## src/rtl/m_wb_uart.sv

```systemverilog
// m_wb_uart: Wishbone classic slave UART, 8N1 at a fixed CLK_I/DIVISOR bit rate.
// A TX holding register feeds a shifter; the RX side keeps one byte plus overrun/framing flags.
module m_wb_uart #(
  parameter int unsigned DIVISOR = 208,
  parameter int unsigned DIVW    = 16
) (
  input  logic       CLK_I,
  input  logic       RST_I,
  input  logic       CYC_I,
  input  logic       STB_I,
  input  logic       WE_I,
  input  logic       ADR_I,
  input  logic [7:0] DAT_I,
  output logic [7:0] DAT_O,
  output logic       ACK_O,
  input  logic       usartRX,
  output logic       usartTX,
  output logic       irq
);

  localparam logic [DIVW-1:0] RELOAD = DIVW'(DIVISOR - 32'd1);
  localparam logic [DIVW-1:0] HALF   = DIVW'(DIVISOR / 32'd2);
  localparam logic [DIVW-1:0] ONE    = DIVW'(32'd1);
  localparam logic [DIVW-1:0] ZERO   = DIVW'(32'd0);

  typedef enum logic [1:0] {TX_IDLE, TX_START, TX_DATA, TX_STOP} tx_state_t;
  typedef enum logic [1:0] {RX_IDLE, RX_START, RX_DATA, RX_STOP} rx_state_t;

  logic            ack_r;
  logic [7:0]      dat_r;

  tx_state_t       tx_state_r;
  logic [7:0]      tx_hold_r;
  logic [7:0]      tx_shift_r;
  logic            tx_full_r;
  logic            tx_busy_r;
  logic [DIVW-1:0] tx_cnt_r;
  logic [2:0]      tx_bit_r;
  logic            tx_line_r;

  logic            rx_meta_r;
  logic            rx_sync_r;
  logic            rx_prev_r;
  rx_state_t       rx_state_r;
  logic [DIVW-1:0] rx_cnt_r;
  logic [2:0]      rx_bit_r;
  logic [7:0]      rx_shift_r;
  logic [7:0]      rx_byte_r;
  logic            rx_valid_r;
  logic            ovr_r;
  logic            ferr_r;

  logic access_s;
  logic wr_data_s;
  logic wr_stat_s;
  logic rd_data_s;
  logic tx_tick_s;
  logic tx_load_s;
  logic rx_tick_s;
  logic rx_fall_s;
  logic rx_good_s;
  logic rx_bad_s;

  assign access_s  = CYC_I & STB_I & ~ack_r;
  assign wr_data_s = access_s & WE_I & ~ADR_I;
  assign wr_stat_s = access_s & WE_I & ADR_I;
  assign rd_data_s = access_s & ~WE_I & ~ADR_I;

  // The shifter takes the holding byte when idle or at the end of a stop bit (no idle gap).
  assign tx_tick_s = (tx_cnt_r == ZERO);
  assign tx_load_s = tx_full_r & ((tx_state_r == TX_IDLE) | ((tx_state_r == TX_STOP) & tx_tick_s));

  assign rx_tick_s = (rx_cnt_r == ZERO);
  assign rx_fall_s = rx_prev_r & ~rx_sync_r;
  assign rx_good_s = (rx_state_r == RX_STOP) & rx_tick_s & rx_sync_r;
  assign rx_bad_s  = (rx_state_r == RX_STOP) & rx_tick_s & ~rx_sync_r;

  assign ACK_O   = ack_r;
  assign DAT_O   = dat_r;
  assign usartTX = tx_line_r;
  assign irq     = rx_valid_r | (~tx_full_r & ~tx_busy_r);

  // Bus response: one-cycle ACK pulse, read data captured at the access edge.
  always_ff @(posedge CLK_I or posedge RST_I) begin
    if (RST_I) begin
      ack_r <= 1'b0;
      dat_r <= 8'h00;
    end else begin
      ack_r <= access_s;
      if (access_s && !WE_I) begin
        if (ADR_I) begin
          dat_r <= {4'b0000, ferr_r, ovr_r, rx_valid_r, tx_full_r | tx_busy_r};
        end else begin
          dat_r <= rx_byte_r;
        end
      end
    end
  end

  // Transmit path: holding register plus start/data/stop shifter FSM.
  always_ff @(posedge CLK_I or posedge RST_I) begin
    if (RST_I) begin
      tx_state_r <= TX_IDLE;
      tx_hold_r  <= 8'h00;
      tx_shift_r <= 8'h00;
      tx_full_r  <= 1'b0;
      tx_busy_r  <= 1'b0;
      tx_cnt_r   <= ZERO;
      tx_bit_r   <= 3'd0;
      tx_line_r  <= 1'b1;
    end else begin
      if (wr_data_s && !tx_full_r) begin
        tx_hold_r <= DAT_I;
        tx_full_r <= 1'b1;
      end
      if (tx_load_s) begin
        tx_shift_r <= tx_hold_r;
        tx_full_r  <= 1'b0;
        tx_busy_r  <= 1'b1;
        tx_line_r  <= 1'b0;
        tx_cnt_r   <= RELOAD;
        tx_state_r <= TX_START;
      end else begin
        case (tx_state_r)
          TX_IDLE: begin
            tx_busy_r <= 1'b0;
            tx_line_r <= 1'b1;
          end
          TX_START: begin
            if (tx_tick_s) begin
              tx_cnt_r   <= RELOAD;
              tx_bit_r   <= 3'd0;
              tx_line_r  <= tx_shift_r[0];
              tx_state_r <= TX_DATA;
            end else begin
              tx_cnt_r <= tx_cnt_r - ONE;
            end
          end
          TX_DATA: begin
            if (tx_tick_s) begin
              tx_cnt_r <= RELOAD;
              if (tx_bit_r == 3'd7) begin
                tx_line_r  <= 1'b1;
                tx_state_r <= TX_STOP;
              end else begin
                tx_bit_r   <= tx_bit_r + 3'd1;
                tx_shift_r <= {1'b0, tx_shift_r[7:1]};
                tx_line_r  <= tx_shift_r[1];
              end
            end else begin
              tx_cnt_r <= tx_cnt_r - ONE;
            end
          end
          TX_STOP: begin
            if (tx_tick_s) begin
              tx_busy_r  <= 1'b0;
              tx_state_r <= TX_IDLE;
            end else begin
              tx_cnt_r <= tx_cnt_r - ONE;
            end
          end
          default: begin
            tx_busy_r  <= 1'b0;
            tx_line_r  <= 1'b1;
            tx_state_r <= TX_IDLE;
          end
        endcase
      end
    end
  end

  // Two-stage synchroniser plus a delayed copy for falling-edge start detection.
  always_ff @(posedge CLK_I or posedge RST_I) begin
    if (RST_I) begin
      rx_meta_r <= 1'b1;
      rx_sync_r <= 1'b1;
      rx_prev_r <= 1'b1;
    end else begin
      rx_meta_r <= usartRX;
      rx_sync_r <= rx_meta_r;
      rx_prev_r <= rx_sync_r;
    end
  end

  // Receive FSM: start bit is re-checked half a bit in, so short low glitches fall back to idle.
  always_ff @(posedge CLK_I or posedge RST_I) begin
    if (RST_I) begin
      rx_state_r <= RX_IDLE;
      rx_cnt_r   <= ZERO;
      rx_bit_r   <= 3'd0;
      rx_shift_r <= 8'h00;
    end else begin
      case (rx_state_r)
        RX_IDLE: begin
          if (rx_fall_s) begin
            rx_cnt_r   <= HALF;
            rx_state_r <= RX_START;
          end
        end
        RX_START: begin
          if (rx_tick_s) begin
            rx_cnt_r   <= RELOAD;
            rx_bit_r   <= 3'd0;
            rx_state_r <= rx_sync_r ? RX_IDLE : RX_DATA;
          end else begin
            rx_cnt_r <= rx_cnt_r - ONE;
          end
        end
        RX_DATA: begin
          if (rx_tick_s) begin
            rx_cnt_r   <= RELOAD;
            rx_shift_r <= {rx_sync_r, rx_shift_r[7:1]};
            if (rx_bit_r == 3'd7) begin
              rx_state_r <= RX_STOP;
            end else begin
              rx_bit_r <= rx_bit_r + 3'd1;
            end
          end else begin
            rx_cnt_r <= rx_cnt_r - ONE;
          end
        end
        RX_STOP: begin
          if (rx_tick_s) begin
            rx_state_r <= RX_IDLE;
          end else begin
            rx_cnt_r <= rx_cnt_r - ONE;
          end
        end
        default: begin
          rx_state_r <= RX_IDLE;
        end
      endcase
    end
  end

  // RX buffer and flags; a byte landing on the same edge as a DATA read replaces the one being read.
  always_ff @(posedge CLK_I or posedge RST_I) begin
    if (RST_I) begin
      rx_byte_r  <= 8'h00;
      rx_valid_r <= 1'b0;
      ovr_r      <= 1'b0;
      ferr_r     <= 1'b0;
    end else begin
      if (wr_stat_s && DAT_I[2]) begin
        ovr_r <= 1'b0;
      end
      if (wr_stat_s && DAT_I[3]) begin
        ferr_r <= 1'b0;
      end
      if (rd_data_s) begin
        rx_valid_r <= 1'b0;
      end
      if (rx_good_s) begin
        if (rx_valid_r && !rd_data_s) begin
          ovr_r <= 1'b1;
        end else begin
          rx_byte_r  <= rx_shift_r;
          rx_valid_r <= 1'b1;
        end
      end
      if (rx_bad_s) begin
        ferr_r <= 1'b1;
      end
    end
  end

endmodule

```

## config.mk

```make
export PLATFORM = sky130hd
export DESIGN_NAME = m_wb_uart
export DESIGN_NICKNAME = d
export VERILOG_FILES = /design/src/rtl/m_wb_uart.sv
export SDC_FILE = /design/constraint.sdc
export NUM_CORES = 1
export LEC_CHECK = 0
export ABC_AREA = 1
export BUFFER_PORTS_ARGS = -buffer_cell sky130_fd_sc_hd__buf_4
export CAP_MARGIN = 10
export CORE_MARGIN = 4
export CORE_UTILIZATION = 40
export CTS_BUF_LIST = sky130_fd_sc_hd__clkbuf_16
export DETAILED_ROUTE_END_ITERATION = 8
export SETUP_SLACK_MARGIN = 0.2
export SYNTH_ARGS = -nofsm -noshare
export SYNTH_HDL_FRONTEND = slang
export SYNTH_SLANG_ARGS = --single-unit
```

## constraint.sdc

```tcl
create_clock -name CLK_I -period 3.1 [get_ports CLK_I]
set_input_delay 0.31 -clock CLK_I [delete_from_list [all_inputs] [get_ports CLK_I]]
set_output_delay 0.31 -clock CLK_I [all_outputs]
set_load 0.03 [all_outputs]
```

Word-level counts from Yosys, hierarchy flattened --
Cells that the tools add are included.
Word-level totals: flip-flop bits (word level) 92
Cells by class: add/sub/neg operators 4, equality and inequality tests 24, muxes and demuxes 52, bitwise operators 25, reduce and logical (&&, ||, !) cells 35
Operator list (number):
- $mux W16 | 6
- $pmux W16 S3 | 1
- $mux W8 | 5
- $logic_not A16 Y1 | 2
- $pmux W16 S2 | 1
- $sub A16 B1 Y16 const B | 2
- $mux W2 | 11
- $ne A2 B2 Y1 const B | 11
- $mux W3 | 6
- $mux W1 | 16
- $ne A3 B3 Y1 const B | 5
- $reduce_and A5 Y1 | 3
- $and A1 B1 Y1 | 14
- $pmux W3 S2 | 2
- $reduce_bool A2 Y1 | 6
- $reduce_and A2 Y1 | 5
- $eq A2 B2 Y1 const B | 4
- $not A1 Y1 | 8
- $pmux W2 S4 | 1
- $reduce_bool A4 Y1 | 2
- $add A3 B1 Y3 const B | 2
- $eq A3 B3 Y1 const B | 2
- $pmux W2 S3 | 1
- $reduce_and A3 Y1 | 2
- 10 further kinds | 22

Depth between registers and ports, before layout --
Gate-level depths: netlist of run 1.
word-level depth 8, gate-level depth with buffers 12

Least setup slack after synthesis of run 1 --
OpenSTA, ideal clock, no wires.
path kind flip-flop to flip-flop, start point register rx_cnt_r[0], end point register rx_byte_r[2], data arrival time 1576 ps, slack 1398 ps, cell stages (with the launch flop) 9, clock period less this slack 1702 ps, path through dfrtp_1 inv_1 ha_1 nand3_2 nor2_8 nand4_2 a21oi_4 buf_6 o21ai_0
Between the ends: word-level cells in the longest chain between the ends 4
RTL lines:
- from (decl) | RTL line 45 | logic [DIVW-1:0] rx_cnt_r;
- from (signal assigned) | RTL line 206 | rx_cnt_r <= rx_cnt_r - ONE;
- from (signal assigned) | RTL line 219 | rx_cnt_r <= rx_cnt_r - ONE;
- from (signal assigned) | RTL line 226 | rx_cnt_r <= rx_cnt_r - ONE;
- $logic_not A16 Y1 | RTL line 73 | assign rx_tick_s = (rx_cnt_r == ZERO);
- $and A1 B1 Y1 (2 in a row) | RTL line 75 | assign rx_good_s = (rx_state_r == RX_STOP) & rx_tick_s & rx_sync_r;
- $reduce_and A2 Y1 (no source line)
- to (signal assigned) | RTL line 257 | rx_byte_r <= rx_shift_r;
- to (decl) | RTL line 48 | logic [7:0] rx_byte_r;
No other way between the ends. A chain may end at the register's enable or synchronous reset.

Worst setup path in the final report of run 1 --
start point register tx_cnt_r[0], end point register tx_cnt_r[4]
Between the ends: word-level cells in the longest chain between the ends 6, elaborated cells on any way between the ends 12
RTL lines:
- from (decl) | RTL line 37 | logic [DIVW-1:0] tx_cnt_r;
- from (signal assigned) | RTL line 136 | tx_cnt_r <= tx_cnt_r - ONE;
- from (signal assigned) | RTL line 151 | tx_cnt_r <= tx_cnt_r - ONE;
- from (signal assigned) | RTL line 159 | tx_cnt_r <= tx_cnt_r - ONE;
- parallel branches: the longest is 6 deep, another holds $sub A16 B1 Y16
Several ways; the timed one is not identified. The select of a mux whose other input is x is not followed.

==> metrics.md, run 1 <==
| Metric | Value |
|---|---|
| Max clock buf depth | `2` |
| CP Launch Type | `flop` |
| WP data arrival | `2.32 ns` |
| Fin crit share | `68.1%` |
| Failing checks | `hold timing` |
| Post-cts sizing count | `0` |
| Final setup TNS | `0 ns` |
| First-pass GRT wire length | `18700 um` |
| Largest net degree at the start of global routing | `66` |
| CTS root buf | `clkbuf_16` |
| Maxcap violations | `0` |
| Post-synthesis cell type count | `41` |
| Crit Path Max Fanout | `27` |
| Maximum vdd ir drop | `338 uV` |
| Share of layout cells above drive strength 1 | `13.3%` |
| # IOs | `26` |
| CTS tree | `done` |
| Mapped Nets | `640` |
| Die ar. | `14200 um2` |
| RSZ-0062 raised after global routing | `false` |
| Leakage | `2.81 nW` |
| # fillers | `1182` |
| DR DRC count | `0` |
| Hold Slack | `-0.0106 ns` |
| Total wire length | `10700 um` |
| Die Ht | `119 um` |
| Port-buffer cells | `25` |
| Syn Area/Cell | `8.13 um2` |
| RR Endpoint | `tx_cnt_r[4]` |
| Fmax | `0.474 GHz` |
| Max-slew violation count | `0` |
| Initial detailed-routing violation count | `283` |
| Cells after Synth | `609` |
| GRT Total Usage | `16.0%` |
| Cell area after synthesis | `4950 um2` |
| Crit path kind | `flop to flop` |
| Worst slew margin | `60.7%` |
| H-Tree Depth | `3` |
| Count leader, synth | `nand2_1` |
| Ant. Diodes | `0` |
| Slew @ Worst Pin | `0.588 ns` |
| Ys Warns | `0` |
| Drt pass-1 iters | `5` |
| Final core utilization | `46.2%` |
| Post-DP HPWL | `7780 um` |
| # hold bufs at CTS | `0` |
| Req. time, crit path | `3.31 ns` |
| Final nets | `666` |
| Total Power | `3.34 mW` |
| Dominant cell type by area after synthesis | `dfrtp_1` |
| Via total after detailed routing | `4007` |
| Post-synth EDFFs | `0` |
| Per-cell routed wire length | `13.2 um` |
| Area grow syn2layout | `12.5%` |
| FF-to-FF path depth | `11` |
| Worst Setup End Kind | `flop` |
| R2r setup slk | `0.99 ns` |
| Reg2Reg Launch Point | `tx_cnt_r[0]` |
| CTS Buf Count | `9` |
| Sequential element share of the synthesized area | `46.6%` |
| Proportion of netlist area held by the largest area contributor | `44.5%` |
| Endpoints failing hold | `24` |
| Starting density of the core | `41.1%` |
| Synth top area cells | `dfrtp_1, nand2_1, inv_1` |
| Core ar. | `12100 um2` |
| Outcome | `complete, but fails checks` |
| Final min period | `2.11 ns` |
| Clock Sinks | `92` |
| Placer Congestion | `0.851` |
| Asr flop ratio synth | `100%` |
| Number of global-route vias before repair | `4063` |
| Number of setup violations in the final report | `0` |
| Clock Pin Slew Worst Setup and Hold Paths | `0.07 ns` |
| Initial antenna violation count | `0` |
| Grt ovf | `0` |
| Power Dens Cells | `599 nW/um2` |
| DIE WIDTH | `119 um` |
| Hold Path Class | `input pin to asynchronous set/reset pin` |
| Number of antenna-violating nets in the routed design | `0` |
| Setup Buffers After CTS | `0` |
| Worst skew pair latency | `0.34 ns` |
| Rows | `40` |
| Final Skew | `0.00571 ns` |
| Top FF cell, synth | `dfrtp_1` |
| Vias per cell | `4.96` |
| Post-synth top cells | `nand2_1, dfrtp_1, inv_1` |
| Synth Register Bits | `92` |
[state kept, by name (all words and copies together), names as in the netlist, 2 cells and up, named ones only]
signal,count
tx_bit_r,3
tx_hold_r,8
tx_cnt_r,16
rx_bit_r,3
rx_cnt_r,16
rx_byte_r,8
DAT_O,8
rx_shift_r,8
tx_shift_r,8
tx_state_r,2
[routing by layer]
layer / global-route usage (%) / wire length [um] / up-vias
met3: 3.70 / 305 / 10
met1: 20.9 / 5050 / 1935
met2: 26.2 / 5190 / 50
met4: 5.00 / 122 / 0
met5: 0 / 0 / -
li1: - / - / 2012
[layout make-up]
class	count	area [um2]	area share (%)
Clock buffer	9	225	4.04
Clock inverter	7	43.8	0.786
Inverter	65	250	4.49
Multi-Input combinational cell	440	2320	41.6
Sequential cell	92	2310	41.4
Tap cell	168	210	3.77
Timing Repair Buffer	27	215	3.86
[cells by family after synthesis]
group                    count (synthesis)  synth area share [%]
flip-flops                              92                  46.6
AND/OR/NAND/NOR                        318                  28.8
multiplexers                             6                  1.36
AO/OA/AOI/OAI                           82                  9.45
buffers and inverters                   77                  6.57
XOR/XNOR                                18                  3.18
adder cells (fa/ha/maj)                 16                  4.04
[worst max-delay path by stage]
stage	start	to	slack, ns	cells past startpoint
final	tx_cnt_r[0]	tx_cnt_r[4]	0.99	11
after global routing	tx_cnt_r[0]	tx_shift_r[2]	0.80	11
after CTS	tx_cnt_r[0]	tx_cnt_r[4]	0.99	11
after detailed placement	tx_cnt_r[0]	tx_cnt_r[4]	1.01	11
after global placement	tx_cnt_r[0]	tx_shift_r[1]	1.04	11
after floorplan	RST_I	ACK_O	0.40	1
[power breakdown]
part	internal [mW]	switching (mW)	total (mW)
Combinational	0.282	0.605	0.888
Sequential	1.32	0.105	1.43
Clock	0.540	0.479	1.02
[cell usage in the layout (no fill, tap or decap), types with 6 or more instances in the layout]
cell type  netlist  final
a21oi_1         18     18
nand2_1        185    185
nand3_1         42     42
buf_4            3     26
dfrtp_1         88     88
ha_1            16     16
mux2_2           6      6
clkbuf_16        0      9
o21ai_1         10     10
nand4_1          7      7
inv_1           60     60
o21ai_0         32     32
nor2_1          56     56
xor2_1          16     16
[per-stage QoR]
step	instances	hold slack [ns]	setup WS (ns)	area (um2)
floorplan	609	0.314	0.405	4950
global placement	792	0.347	1.04	5300
detailed placement	792	0.348	1.01	5300
CTS	808	0.00325	0.987	5570
global route	808	0.0247	0.800	5570
finish	808	-0.0106	0.989	5570
[worst max-delay path, stage by stage, from the launching register on]
cell and delay [ns]:
dfrtp_1 0.42, inv_1 0.09, ha_1 0.22, nand2_2 0.11
nor2_1 0.16, nand3_1 0.13, nand2_2 0.11, nand2_4 0.19
nand2_4 0.24, inv_2 0.15, nand2_1 0.08, o21ai_0 0.08
No activity file was read; power rests on OpenSTA's default activity.
==> run 2: changes to the inputs <==
==> constraint.sdc (replaced) <==
create_clock -name CLK_I -period 2.1 [get_ports CLK_I]
set_input_delay 0.21 -clock CLK_I [delete_from_list [all_inputs] [get_ports CLK_I]]
set_output_delay 0.21 -clock CLK_I [all_outputs]
set_load 0.03 [all_outputs]
==> metrics.md, run 2 (synthesized netlist as in run 1, its figures left out) <==
| Metric | Value |
|---|---|
| Per-cell routed wire length | `13.5 um (+2.0%)` |
| CP max stage cell | `dfrtp_1` |
| # IOs | `26 (unchanged)` |
| Setup crit start | `tx_cnt_r[6]` |
| Ant. Diodes | `0 (unchanged)` |
| Crit path top cell by count | `nor2_2` |
| Max-slew violation count | `0 (unchanged)` |
| Hold Path Class | `input pin to flop` |
| Die ar. | `14200 um2 (unchanged)` |
| DIE WIDTH | `119 um (unchanged)` |
| Clock Pin Slew Worst Setup and Hold Paths | `0.07 ns (about the same)` |
| Crit path kind | `flop to flop` |
| Final cell count without fillers | `834 (+3.2%)` |
| Number of global-route vias before repair | `4204 (+3.5%)` |
| Total wire length | `11200 um (+5.3%)` |
| Area grow syn2layout | `19.5%` |
| Final min period | `1.81 ns (-0.302 ns)` |
| Worst Setup End Kind | `flop` |
| CTS root buf | `clkbuf_16` |
| Crit path to | `tx_cnt_r[1]` |
| Post-DP HPWL | `8130 um (+4.5%)` |
| Grt ovf | `0 (unchanged)` |
| GRT Total Usage | `16.5% (+0.51 points)` |
| Most common cell after layout, fill and taps aside | `nand2_1` |
| First-pass GRT wire length | `19400 um (+3.6%)` |
| Final nets | `692 (+3.9%)` |
| Share of layout cells above drive strength 1 | `18.9% (+5.6 points)` |
| Worst skew pair latency | `0.34 ns (about the same)` |
| Crit Path Max Fanout | `13 (-52%)` |
| Die Ht | `119 um (unchanged)` |
| Core ar. | `12100 um2 (unchanged)` |
| Final core utilization | `49.1% (+2.9 points)` |
| Port-buffer cells | `25 (unchanged)` |
| CTS Buf Count | `9 (unchanged)` |
| R2r setup slk | `0.29 ns (-0.70 ns)` |
| Worst slew margin | `57.9% (-2.7 points)` |
| Initial antenna violation count | `0 (unchanged)` |
| Number of antenna-violating nets in the routed design | `0 (unchanged)` |
| Starting density of the core | `41.1% (unchanged)` |
| Req. time, crit path | `2.36 ns (-0.95 ns)` |
| Final Skew | `0.00731 ns (+0.00159 ns)` |
| CTS tree | `done` |
| Endpoints failing hold | `0 (-100%)` |
| Fin crit share | `86.2% (+18 points)` |
| Power Dens Cells | `875 nW/um2 (+46%)` |
| Fmax | `0.553 GHz (+17%)` |
| Clock Sinks | `92 (unchanged)` |
| Maximum vdd ir drop | `615 uV (+82%)` |
| Maxcap violations | `0 (unchanged)` |
| Via total after detailed routing | `4099 (+2.3%)` |
| RR Endpoint | `tx_cnt_r[1]` |
| Drt pass-1 iters | `6 (+1)` |
| Slew @ Worst Pin | `0.630 ns (+0.0416 ns)` |
| RSZ-0062 raised after global routing | `true` |
| Max clock buf depth | `2 (unchanged)` |
| FF-to-FF path depth | `10 (-1)` |
| Initial detailed-routing violation count | `306 (+8.1%)` |
| Vias per cell | `4.91 (-0.89%)` |
| DR DRC count | `0 (unchanged)` |
| Largest registers | `rx_cnt_r (16), tx_cnt_r (16)` |
| H-Tree Depth | `3 (unchanged)` |
| Final setup TNS | `0 ns (unchanged)` |
| Leakage | `2.95 nW (+4.9%)` |
| Rows | `40 (unchanged)` |
| WP data arrival | `2.07 ns (-0.25 ns)` |
| Reg2Reg Launch Point | `tx_cnt_r[6]` |
| Placer Congestion | `0.874 (+2.8%)` |
| Placed Instances | `799 (+0.88%)` |
| Commonest non-fill, non-tap cells in the layout | `nand2_1, dfrtp_1, inv_1, nor2_1, buf_4` |
| CP cell instances | `nor2_2, nand2_1, nor2_2, nand3_1, nand2_2, nand2_8, buf_6, nand3_2, inv_1, a21oi_1` |
| Largest net degree at the start of global routing | `29 (-56%)` |
| CP Launch Type | `flop` |
| Worst path max stage delay | `0.46 ns (+0.04 ns)` |
| Number of setup violations in the final report | `0 (unchanged)` |
| Outcome | `finished clean` |
==> run 2: cell count changes in the layout (fill, tap and decap cells not counted), sizes merged <==
| cell | delta |
|---|---|
| buf | +23 |
| clkinvlp | -1 |
| inv | +2 |
| clkinv | -1 |
| nand2 | +1 |
| dlygate4sd3 | +2 |
==> run 2: per-layer routing <==
metal | vias up | track usage (%) | part of all wire (%)
met5 | - | 0 | 0
met4 | 0 | 4.34 | 1.5
met3 | 18 | 3.61 | 2.7
met2 | 62 | 28.1 | 49
met1 | 1960 | 21.2 | 47
li1 | 2059 | - | -
==> run 2: worst min path at each step <==
stage	start	end	slack, ns	cells after the start
floorplan	usartRX	rx_meta_r	0.21	0
global placement	usartRX	rx_meta_r	0.32	1
detailed placement	RST_I	rx_cnt_r[3]	0.33	2
CTS	DAT_I[1]	tx_hold_r[1]	0.1	2
global route	DAT_I[1]	tx_hold_r[1]	0.09	2
finish	DAT_I[1]	tx_hold_r[1]	0.11	2
==> run 2: area by class of cell <==
class | count | area, um2
fillers | 1147 | 6140
multi-input cells | 441 | 2430
flip-flops and latches | 92 | 2310
repair buffers | 52 | 428
inverters | 65 | 263
clock buffers | 9 | 225
well taps | 168 | 210
clock inverters | 7 | 56.3
==> run 2: timing repair <==
action                                  4_1_cts  5_1_grt
pin swaps                                     2        5
setup buffers                                 3       13
gates cloned                                  1        0
endpoints found under the hold margin        22        0
hold buffers                                  2        0
gates resized for setup                      11       21
endpoints found under the setup margin       53       62
==> run 2: through the flow <==
step | hold slack [ns] | cell area (um2) | setup slack (ns) | power [mW]
finish | 0.107 | 5920 | 0.291 | 5.18
global route | 0.0943 | 5920 | 0.181 | 5.51
CTS | 0.0963 | 5750 | 0.194 | 5.14
detailed placement | 0.328 | 5370 | 0.106 | 3.52
global placement | 0.320 | 5370 | 0.187 | 3.48
floorplan | 0.214 | 4960 | 0.398 | 3.11
==> run 2: power by group <==
group,internal (mW),switching [mW],total [mW],leakage [nW]
Clock,0.820,0.723,1.54,0.137
Combinational,0.537,0.972,1.51,1.63
Sequential,1.96,0.173,2.13,1.19
==> run 2: critical path, delay by kind of cell (launching register included) <==
family | cells | cell delay [ns]
compound gates | 1 | 0.11
flops | 1 | 0.46
simple gates | 7 | 0.93
buf+inv | 2 | 0.24
